### config.mk
export PLATFORM = sky130hd
export DESIGN_NAME = stream_arbiter_aging
export DESIGN_NICKNAME = d
export VERILOG_FILES = /design/src/rtl/stream_arbiter_pkg.sv /design/src/rtl/stream_arbiter_pick.sv /design/src/rtl/stream_arbiter_aging.sv
export SDC_FILE = /design/constraint.sdc
export NUM_CORES = 1
export LEC_CHECK = 0
export ABC_AREA = 0
export CORE_MARGIN = 2
export CORE_UTILIZATION = 41
export CTS_CLUSTER_SIZE = 12
export DETAILED_ROUTE_END_ITERATION = 8
export GPL_TIMING_DRIVEN = 0
export MAX_ROUTING_LAYER = met4
export PLACE_DENSITY = 0.84
export SLEW_MARGIN = 15
export SYNTH_ARGS = -nofsm -noshare
export SYNTH_HDL_FRONTEND = slang
export SYNTH_HIERARCHICAL = 1
export SYNTH_SLANG_ARGS = --single-unit
### constraint.sdc
create_clock -name clk_i -period 3.1 [get_ports clk_i]
set_input_delay 0.465 -clock clk_i [delete_from_list [all_inputs] [get_ports clk_i]]
set_output_delay 0.465 -clock clk_i [all_outputs]
set_load 0.01 [all_outputs]
### src/rtl/stream_arbiter_pkg.sv
// Shared types and helpers for the stream arbiter family.
package stream_arbiter_pkg;

  typedef enum logic {IDLE = 1'b0, BURST = 1'b1} arb_state_e;

  localparam int MAX_STREAMS = 32;

  // First set bit at or after ptr, wrapping; mask bits above the live stream count must be zero.
  function automatic int rr_pick(input logic [MAX_STREAMS-1:0] mask, input int ptr);
    logic [4:0] idx;
    rr_pick = ptr;
    for (int i = MAX_STREAMS - 1; i >= 0; i--) begin
      idx = 5'(ptr + i);
      if (mask[idx]) rr_pick = int'(idx);
    end
  endfunction

endpackage

### src/rtl/stream_arbiter_pick.sv
// Combinational winner selection: starved streams first, otherwise highest QoS; ties go round-robin.
module stream_arbiter_pick
  import stream_arbiter_pkg::*;
#(
  parameter int T_QOS__WIDTH = 4,
  parameter int STREAM_COUNT = 2,
  parameter int T_ID___WIDTH = $clog2(STREAM_COUNT),
  parameter int AGE_WIDTH    = 3
) (
  input  logic [STREAM_COUNT-1:0] valid,
  input  logic [T_QOS__WIDTH-1:0] qos [STREAM_COUNT],
  input  logic [AGE_WIDTH-1:0]    age [STREAM_COUNT],
  input  logic [T_ID___WIDTH-1:0] rr_ptr,
  output logic [T_ID___WIDTH-1:0] winner,
  output logic                    any_valid
);

  localparam logic [AGE_WIDTH-1:0] AGE_MAX = '1;

  logic [STREAM_COUNT-1:0] starved;
  logic [STREAM_COUNT-1:0] top_qos;
  logic [STREAM_COUNT-1:0] cand;
  logic [T_QOS__WIDTH-1:0] max_qos;

  always_comb begin
    starved = '0;
    top_qos = '0;
    max_qos = '0;
    for (int i = 0; i < STREAM_COUNT; i++) begin
      starved[i] = valid[i] && (age[i] == AGE_MAX);
      if (valid[i] && (qos[i] > max_qos)) max_qos = qos[i];
    end
    for (int i = 0; i < STREAM_COUNT; i++) begin
      top_qos[i] = valid[i] && (qos[i] == max_qos);
    end
    // A starved stream overrides QoS entirely.
    cand      = (|starved) ? starved : top_qos;
    winner    = T_ID___WIDTH'(rr_pick(MAX_STREAMS'(cand), int'(rr_ptr)));
    any_valid = |valid;
  end

endmodule

### src/rtl/stream_arbiter_aging.sv
// Packet-granular QoS stream arbiter with per-stream aging; the granted stream is passed through combinationally.
module stream_arbiter_aging
  import stream_arbiter_pkg::*;
#(
  parameter int T_DATA_WIDTH = 8,
  parameter int T_QOS__WIDTH = 4,
  parameter int STREAM_COUNT = 2,
  parameter int T_ID___WIDTH = $clog2(STREAM_COUNT),
  parameter int AGE_WIDTH    = 3
) (
  input  logic                    clk_i,
  input  logic                    rst_n,
  input  logic [T_DATA_WIDTH-1:0] s_data_i  [STREAM_COUNT],
  input  logic [T_QOS__WIDTH-1:0] s_qos_i   [STREAM_COUNT],
  input  logic [STREAM_COUNT-1:0] s_last_i,
  input  logic [STREAM_COUNT-1:0] s_valid_i,
  output logic [STREAM_COUNT-1:0] s_ready_o,
  output logic [T_DATA_WIDTH-1:0] m_data_o,
  output logic [T_QOS__WIDTH-1:0] m_qos_o,
  output logic [T_ID___WIDTH-1:0] m_id_o,
  output logic                    m_last_o,
  output logic                    m_valid_o,
  input  logic                    m_ready_i
);

  localparam logic [AGE_WIDTH-1:0] AGE_MAX = '1;

  arb_state_e              state;
  logic [T_ID___WIDTH-1:0] grant_id;
  logic [T_ID___WIDTH-1:0] rr_ptr;
  logic [T_ID___WIDTH-1:0] winner;
  logic [AGE_WIDTH-1:0]    age [STREAM_COUNT];
  logic                    any_valid;

  stream_arbiter_pick #(
    .T_QOS__WIDTH(T_QOS__WIDTH),
    .STREAM_COUNT(STREAM_COUNT),
    .T_ID___WIDTH(T_ID___WIDTH),
    .AGE_WIDTH   (AGE_WIDTH)
  ) u_pick (
    .valid    (s_valid_i),
    .qos      (s_qos_i),
    .age      (age),
    .rr_ptr   (rr_ptr),
    .winner   (winner),
    .any_valid(any_valid)
  );

  always_ff @(posedge clk_i or negedge rst_n) begin
    if (!rst_n) begin
      state    <= IDLE;
      grant_id <= '0;
      rr_ptr   <= '0;
      for (int i = 0; i < STREAM_COUNT; i++) age[i] <= '0;
    end else begin
      case (state)
        IDLE: begin
          if (any_valid) begin
            state    <= BURST;
            grant_id <= winner;
            rr_ptr   <= (winner == T_ID___WIDTH'(STREAM_COUNT - 1)) ? '0 : winner + T_ID___WIDTH'(1);
            // Losers that were competing get older; idle streams keep their age.
            for (int i = 0; i < STREAM_COUNT; i++) begin
              if (T_ID___WIDTH'(i) == winner) age[i] <= '0;
              else if (s_valid_i[i] && (age[i] != AGE_MAX)) age[i] <= age[i] + AGE_WIDTH'(1);
            end
          end
        end
        BURST: begin
          if (m_valid_o && m_ready_i && m_last_o) state <= IDLE;
        end
        default: state <= IDLE;
      endcase
    end
  end

  always_comb begin
    s_ready_o = '0;
    m_valid_o = 1'b0;
    m_data_o  = '0;
    m_qos_o   = '0;
    m_last_o  = 1'b0;
    m_id_o    = '0;
    if (state == BURST) begin
      m_valid_o           = s_valid_i[grant_id];
      m_data_o            = s_data_i[grant_id];
      m_qos_o             = s_qos_i[grant_id];
      m_last_o            = s_last_i[grant_id];
      m_id_o              = grant_id;
      s_ready_o[grant_id] = m_ready_i;
    end
  end

  a_ready_onehot0: assert property (@(posedge clk_i) disable iff (!rst_n) $onehot0(s_ready_o));
  a_idle_no_valid: assert property (@(posedge clk_i) disable iff (!rst_n) (state == IDLE) |-> !m_valid_o);

endmodule

After elaboration in Yosys (flattened, before gate mapping)
Index checks and enable logic that the tools add are counted.

Bits in registers: 9.

Add/subtract/negate cells: 34. Magnitude comparators: 37. Equality and inequality tests: 7. Mux-type cells: 125. Bitwise gates (word level): 3. Reduce and logical (&&, ||, !) cells: 17.

Operators by type and width (count): binary-select mux 1 bit (select 5 bit) (31); < comparator 5 x 6 -> 1 bit, second input constant (24); adder 1 x 5 -> 5 bit, second input constant (16); two-way mux 1 bit (76); adder 1 x 4 -> 5 bit, second input constant (8); two-way mux 8 bit (4); < comparator 4 x 6 -> 1 bit, second input constant (4); two-way mux 4 bit (6); adder 1 x 3 -> 4 bit, second input constant (4); < comparator 3 x 6 -> 1 bit, second input constant (2); two-way mux 3 bit (4); logical AND 1 bit (11); == test 4 bit (2); adder 1 x 2 -> 3 bit, second input constant (2); adder 3 x 1 -> 3 bit, second input constant (2); == test 3 bit, second input constant (2); < comparator 1 x 6 -> 1 bit, second input constant (1); < comparator 2 x 6 -> 1 bit, second input constant (1); != test 3 bit, second input constant (2); AND reduction 3 bit (2); greater-than comparator 4 x 1 -> 1 bit, second input constant (1); greater-than comparator 4 bit (1); two-way mux 2 bit (2); OR reduction 2 bit (2); 13 further kinds (13).

Depth between registers and ports, before layout
Word-level depth: 45. Gate-level depth with buffers: 13. Mapped depth without buffers: 11.

By module
The synthesis kept the hierarchy.

By module, submodules not included: stream_arbiter_aging (instances 1, cells an instance 86, area an instance 778.2 um2, sequential area each 225.2 um2); stream_arbiter_pick (instances 1, cells an instance 39, area an instance 264.0 um2, sequential area each 0.0 um2).

Worst setup path before layout
OpenSTA, ideal clock, no wires.

Path type: input port to flip-flop. Start point: input s_valid_i[0]. End point: register age[3] in the netlist's numbering. Setup time: 101 ps. Data arrival time: 2294 ps. Data required time: 2999 ps. Path slack: 705 ps. Stages on the path: 11. Path buffers: 2. Path through: clkbuf_1 nand2_1 ha_1 nand2_1 o21ai_0 nand3_1 a32oi_1 o21a_1 buf_2 inv_1 o311ai_2.

Cells in the longest elaborated chain, start to end: 44. Elaborated cells between the ends (all ways): 113. Classes of those cells: 1 x order compare; 3 x eq/ne; 100 x mux; 9 x reduce/logical.

RTL lines: from (decl) (line stream_arbiter_aging.sv:16) `input logic [STREAM_COUNT-1:0] s_valid_i,`; logical AND 1 bit (line stream_arbiter_pick.sv:31) `if (valid[i] && (qos[i] > max_qos)) max_qos = qos[i];`; two-way mux 4 bit (line stream_arbiter_pick.sv:31); greater-than comparator 4 bit (line stream_arbiter_pick.sv:31); logical AND 1 bit (line stream_arbiter_pick.sv:31); two-way mux 4 bit (line stream_arbiter_pick.sv:31); == test 4 bit (line stream_arbiter_pick.sv:34) `top_qos[i] = valid[i] && (qos[i] == max_qos);`; logical AND 1 bit (line stream_arbiter_pick.sv:34); two-way mux 2 bit * (line stream_arbiter_pick.sv:37) `cand = (|starved) ? starved : top_qos;`; binary-select mux 1 bit (select 5 bit) (line stream_arbiter_pkg.sv:14) `if (mask[idx]) rr_pick = int'(idx);`; two-way mux 1 bit (implied by the code) (line stream_arbiter_pkg.sv:14); two-way mux 1 bit (31 in series) (line stream_arbiter_pkg.sv:14); two-way mux 1 bit * (line stream_arbiter_pkg.sv:14); net winner (line stream_arbiter_aging.sv:31) `logic [T_ID___WIDTH-1:0] winner;`; != test 2 x 1 -> 1 bit (no source line); AND reduction 3 bit (no source line); to (signal, indexed assignment) (line stream_arbiter_aging.sv:64) `if (T_ID___WIDTH'(i) == winner) age[i] <= '0;`; to (decl) (line stream_arbiter_aging.sv:32) `logic [AGE_WIDTH-1:0] age [STREAM_COUNT];`.

Mark *: on every way through the listed nets, which the timed path passes. The rest lies on a longest branch. The select of a mux whose other input is x is not followed. A chain may end at the register's enable or synchronous reset.

Final worst setup path
Start point: input s_qos_i[3] in the netlist's numbering. End point: register age[1] in the netlist's numbering.

Cells in the longest elaborated chain, start to end: 42. Elaborated cells between the ends (all ways): 107. Classes of those cells: 1 x order compare; 2 x eq/ne; 99 x mux; 5 x reduce/logical.

RTL lines: from (decl) (line stream_arbiter_aging.sv:14) `input logic [T_QOS__WIDTH-1:0] s_qos_i [STREAM_COUNT],`; greater-than comparator 4 bit (line stream_arbiter_pick.sv:31); logical AND 1 bit (line stream_arbiter_pick.sv:31); two-way mux 4 bit (line stream_arbiter_pick.sv:31); == test 4 bit (line stream_arbiter_pick.sv:34); logical AND 1 bit (line stream_arbiter_pick.sv:34); two-way mux 2 bit * (line stream_arbiter_pick.sv:37); binary-select mux 1 bit (select 5 bit) (line stream_arbiter_pkg.sv:14); two-way mux 1 bit (implied by the code) (line stream_arbiter_pkg.sv:14); two-way mux 1 bit (31 in series) (line stream_arbiter_pkg.sv:14); two-way mux 1 bit * (line stream_arbiter_pkg.sv:14); net winner (line stream_arbiter_aging.sv:31); nonzero test 2 bit (no source line); AND reduction 3 bit (no source line).

Marked as above.

==> flow_summary.ini <==
[finish]
syn_to_final_growth_pct = 51.1
n_fill_cell = 206
drive_gt1_frac = 0.0914
final_core_util = 0.648
n_antenna_cell = 0
fin_nets = 215

[timing]
tightest_slew_ps = 406
fmax_mhz = 363
timing.hold.ws_ps = 480
slew_viol_final = 0
skew_ps = 1.63
relSlewSlack = 0.729
period_share = 0.890
final-hold-violation-count = 0
rsz0062_at_grt = false
setup_viol_count_final = 0
tns_ps = 0
period_needed_ps = 2760

[detailed_routing]
dr_wl_met2_um = 1490
drcViolationCount = 0
drt_iter0_drc = 14
via_count = 1102
top_layer = met4
wl_per_cell_um = 14.0
routed_wl_um = 2860
ant_nets = 0
dr_wl_met3_um = 275
vias_per_cell = 5.38
drt-met1-wl_um = 1060
firstDrtPassIters = 4

[logic_synthesis]
synth_cell_types = 37
synth_top_area_share = 0.216
postSynthCellCount = 125
yosysWarnings = 6
synth_edf_count = 0
synth_nets = 164
synthArstFlopShare = 1.00
synth.area.top_cells = dfrtp_1, mux2i_1, nor2b_1
ys_seq_elements = 9
yosys_most_used_dff = dfrtp_1
synth_top_area_cell = dfrtp_1
avgSynthCellArea_um2 = 8.34
syn_area_um2 = 1040
seq_area_frac_synth = 0.216

[run]
cap_violations = 0

[power]
p_seq_frac = 0.199
power.density_nw_per_um2 = 643
p_total_mw = 1.01
netSwitchingFraction = 0.414
p_leak_nw = 0.651
comb_power_share = 0.703
internal_power_mw = 0.593
clock_power_share = 0.097
peakVddDrop_v = 0.000422
p_switching_mw = 0.420

[die]
ios = 48
dieHeight_um = 54.4
core_area_um2 = 2430
die_width_um = 54.4
placementRows = 18
start_util = 0.428
die_area_um2 = 2960

[clock_tree]
h-tree-depth = 1
cts_tree = built
hold_buffers = 0
cts_root_buffer = clkbuf_4
cts-buffers-inserted = 3
cts.clk_slew.worst_paths_ps = 70
cts.sinks = 9
clk_path_buf_depth = 2
clk-insertion-delay-late_ps = 280

[placed_design]
place.gp.congestion = 0.763
place_hpwl_um = 2350
portBuffers = 47

[grt]
grtUsageTotal = 0.224
grt_max_degree = 11
antenna_found_initial = 0
grt_pass1_wl_um = 4700
grt_pass1_vias = 1096
grt_overflow = 0

[setup_path]
crit_arrival_ps = 2900
setup.worst_path.start_class = input port
crit_type = in -> reg
required_ps = 3250
end_kind = flop
crit_fanout = 10
worstRegToRegCells = 9

[min_path]
hold_path.class = in -> async

[outcome]
status = finished clean
-- synthesized netlist by cell type (2+ instances only) --
library cell	number
a21oi_1	4
a22oi_1	6
and2_1	2
and3_1	2
buf_2	2
buf_4	2
clkbuf_1	2
dfrtp_1	9
ha_1	8
inv_1	5
mux2i_1	14
nand2_1	14
nand3_1	3
nand4_1	3
nor2_1	3
nor2b_1	17
o21a_1	2
o21ai_0	6
o22ai_1	2
or2_1	2
-- metrics by stage --
step	instance area, um2	instances	setup slack (ps)
3_5_place_dp	1550	202	-164
5_1_grt	1580	205	129
2_1_floorplan	1040	125	705
4_1_cts	1580	206	98.7
3_3_place_gp	1550	202	-79.3
6_report	1580	205	342
-- sequential cells by signal, summed over array words and instances (netlist names) --
signal    flops
grant_id      1
state         1
age           6
rr_ptr        1
-- cells in the final DEF (no fill, tap or decap), types with 2 or more instances in the layout --
cell type,n
mux2i_1,14
a22oi_1,6
a21oi_1,4
nand2_1,14
buf_2,2
nor2_1,3
o22ai_1,2
clkbuf_1,2
o21a_1,2
and3_1,2
and2_1,2
nand4_1,3
ha_1,8
dfrtp_1,9
nor2b_1,17
or2_1,2
buf_4,2
clkbuf_4,3
nand3_1,3
inv_1,5
clkdlybuf4s50_1,46
o21ai_0,6
-- worst paths after layout --
kind	startpoint	end	slack [ps]
max in group asynchronous	rst_n	rr_ptr$_DFFE_PN0P_	2340
setup reg to reg	age[3]$_DFFE_PN0P_	age[1]$_DFFE_PN0P_	690
setup / recovery	s_qos_i[3]	age[1]$_DFFE_PN0P_	340
hold reg to reg	rr_ptr$_DFFE_PN0P_	rr_ptr$_DFFE_PN0P_	490
min in group clk_i	rr_ptr$_DFFE_PN0P_	rr_ptr$_DFFE_PN0P_	490
hold / removal	rst_n	age[5]$_DFFE_PN0P_	480
-- what timing repair did --
action,4_1_cts,5_1_grt
setup endpoints to repair,0,6
setup buffers,0,0
resized for setup,0,1
-- power groups by stage --
stage	registers, mW	clock network [mW]	logic (mW)
after floorplan	0.193	0	0.440
after global placement	0.198	0	0.682
after detailed placement	0.202	0	0.714
after CTS	0.201	0.101	0.720
after global routing	0.207	0.104	0.793
final	0.202	0.0987	0.712
-- cell families (layout without fill, tap and decap cells) --
group,after synthesis,in the layout,share of synthesized area
AO/OA/AOI/OAI,28,28,0.200
adder cells (fa/ha/maj),8,8,0.0960
buffers and inverters,13,63,0.0636
flip-flops,9,9,0.216
multiplexers,14,14,0.134
AND/OR/NAND/NOR,53,53,0.289
-- final cells by class --
| class | instances | area [um2] | area share |
|---|---|---|---|
| Tap cell | 30 | 37.5 | 0.0238 |
| Multi-Input combinational cell | 103 | 751 | 0.477 |
| Inverter | 6 | 22.5 | 0.0143 |
| Buffer | 6 | 40.0 | 0.0254 |
| Sequential cell | 9 | 225 | 0.143 |
| Timing Repair Buffer | 47 | 473 | 0.300 |
| Clock buffer | 4 | 26.3 | 0.0167 |
-- per-layer routing --
layer,up-vias,global-route usage
met2,37,0.450
met1,512,0.209
li1,548,-
met5,-,-
met3,5,0.0328
met4,0,0.0875
-- critical path, stage by stage --
cell and delay (ps):
clkdlybuf4s50_1 520, inv_1 90, a22oi_1 230, a21oi_1 90, or4b_1 550, a32oi_1 210
o21a_1 140, buf_2 210, nor2b_1 80, a22oi_1 180, o21ai_0 130
Note: power is estimated with default switching activity, not from simulation.
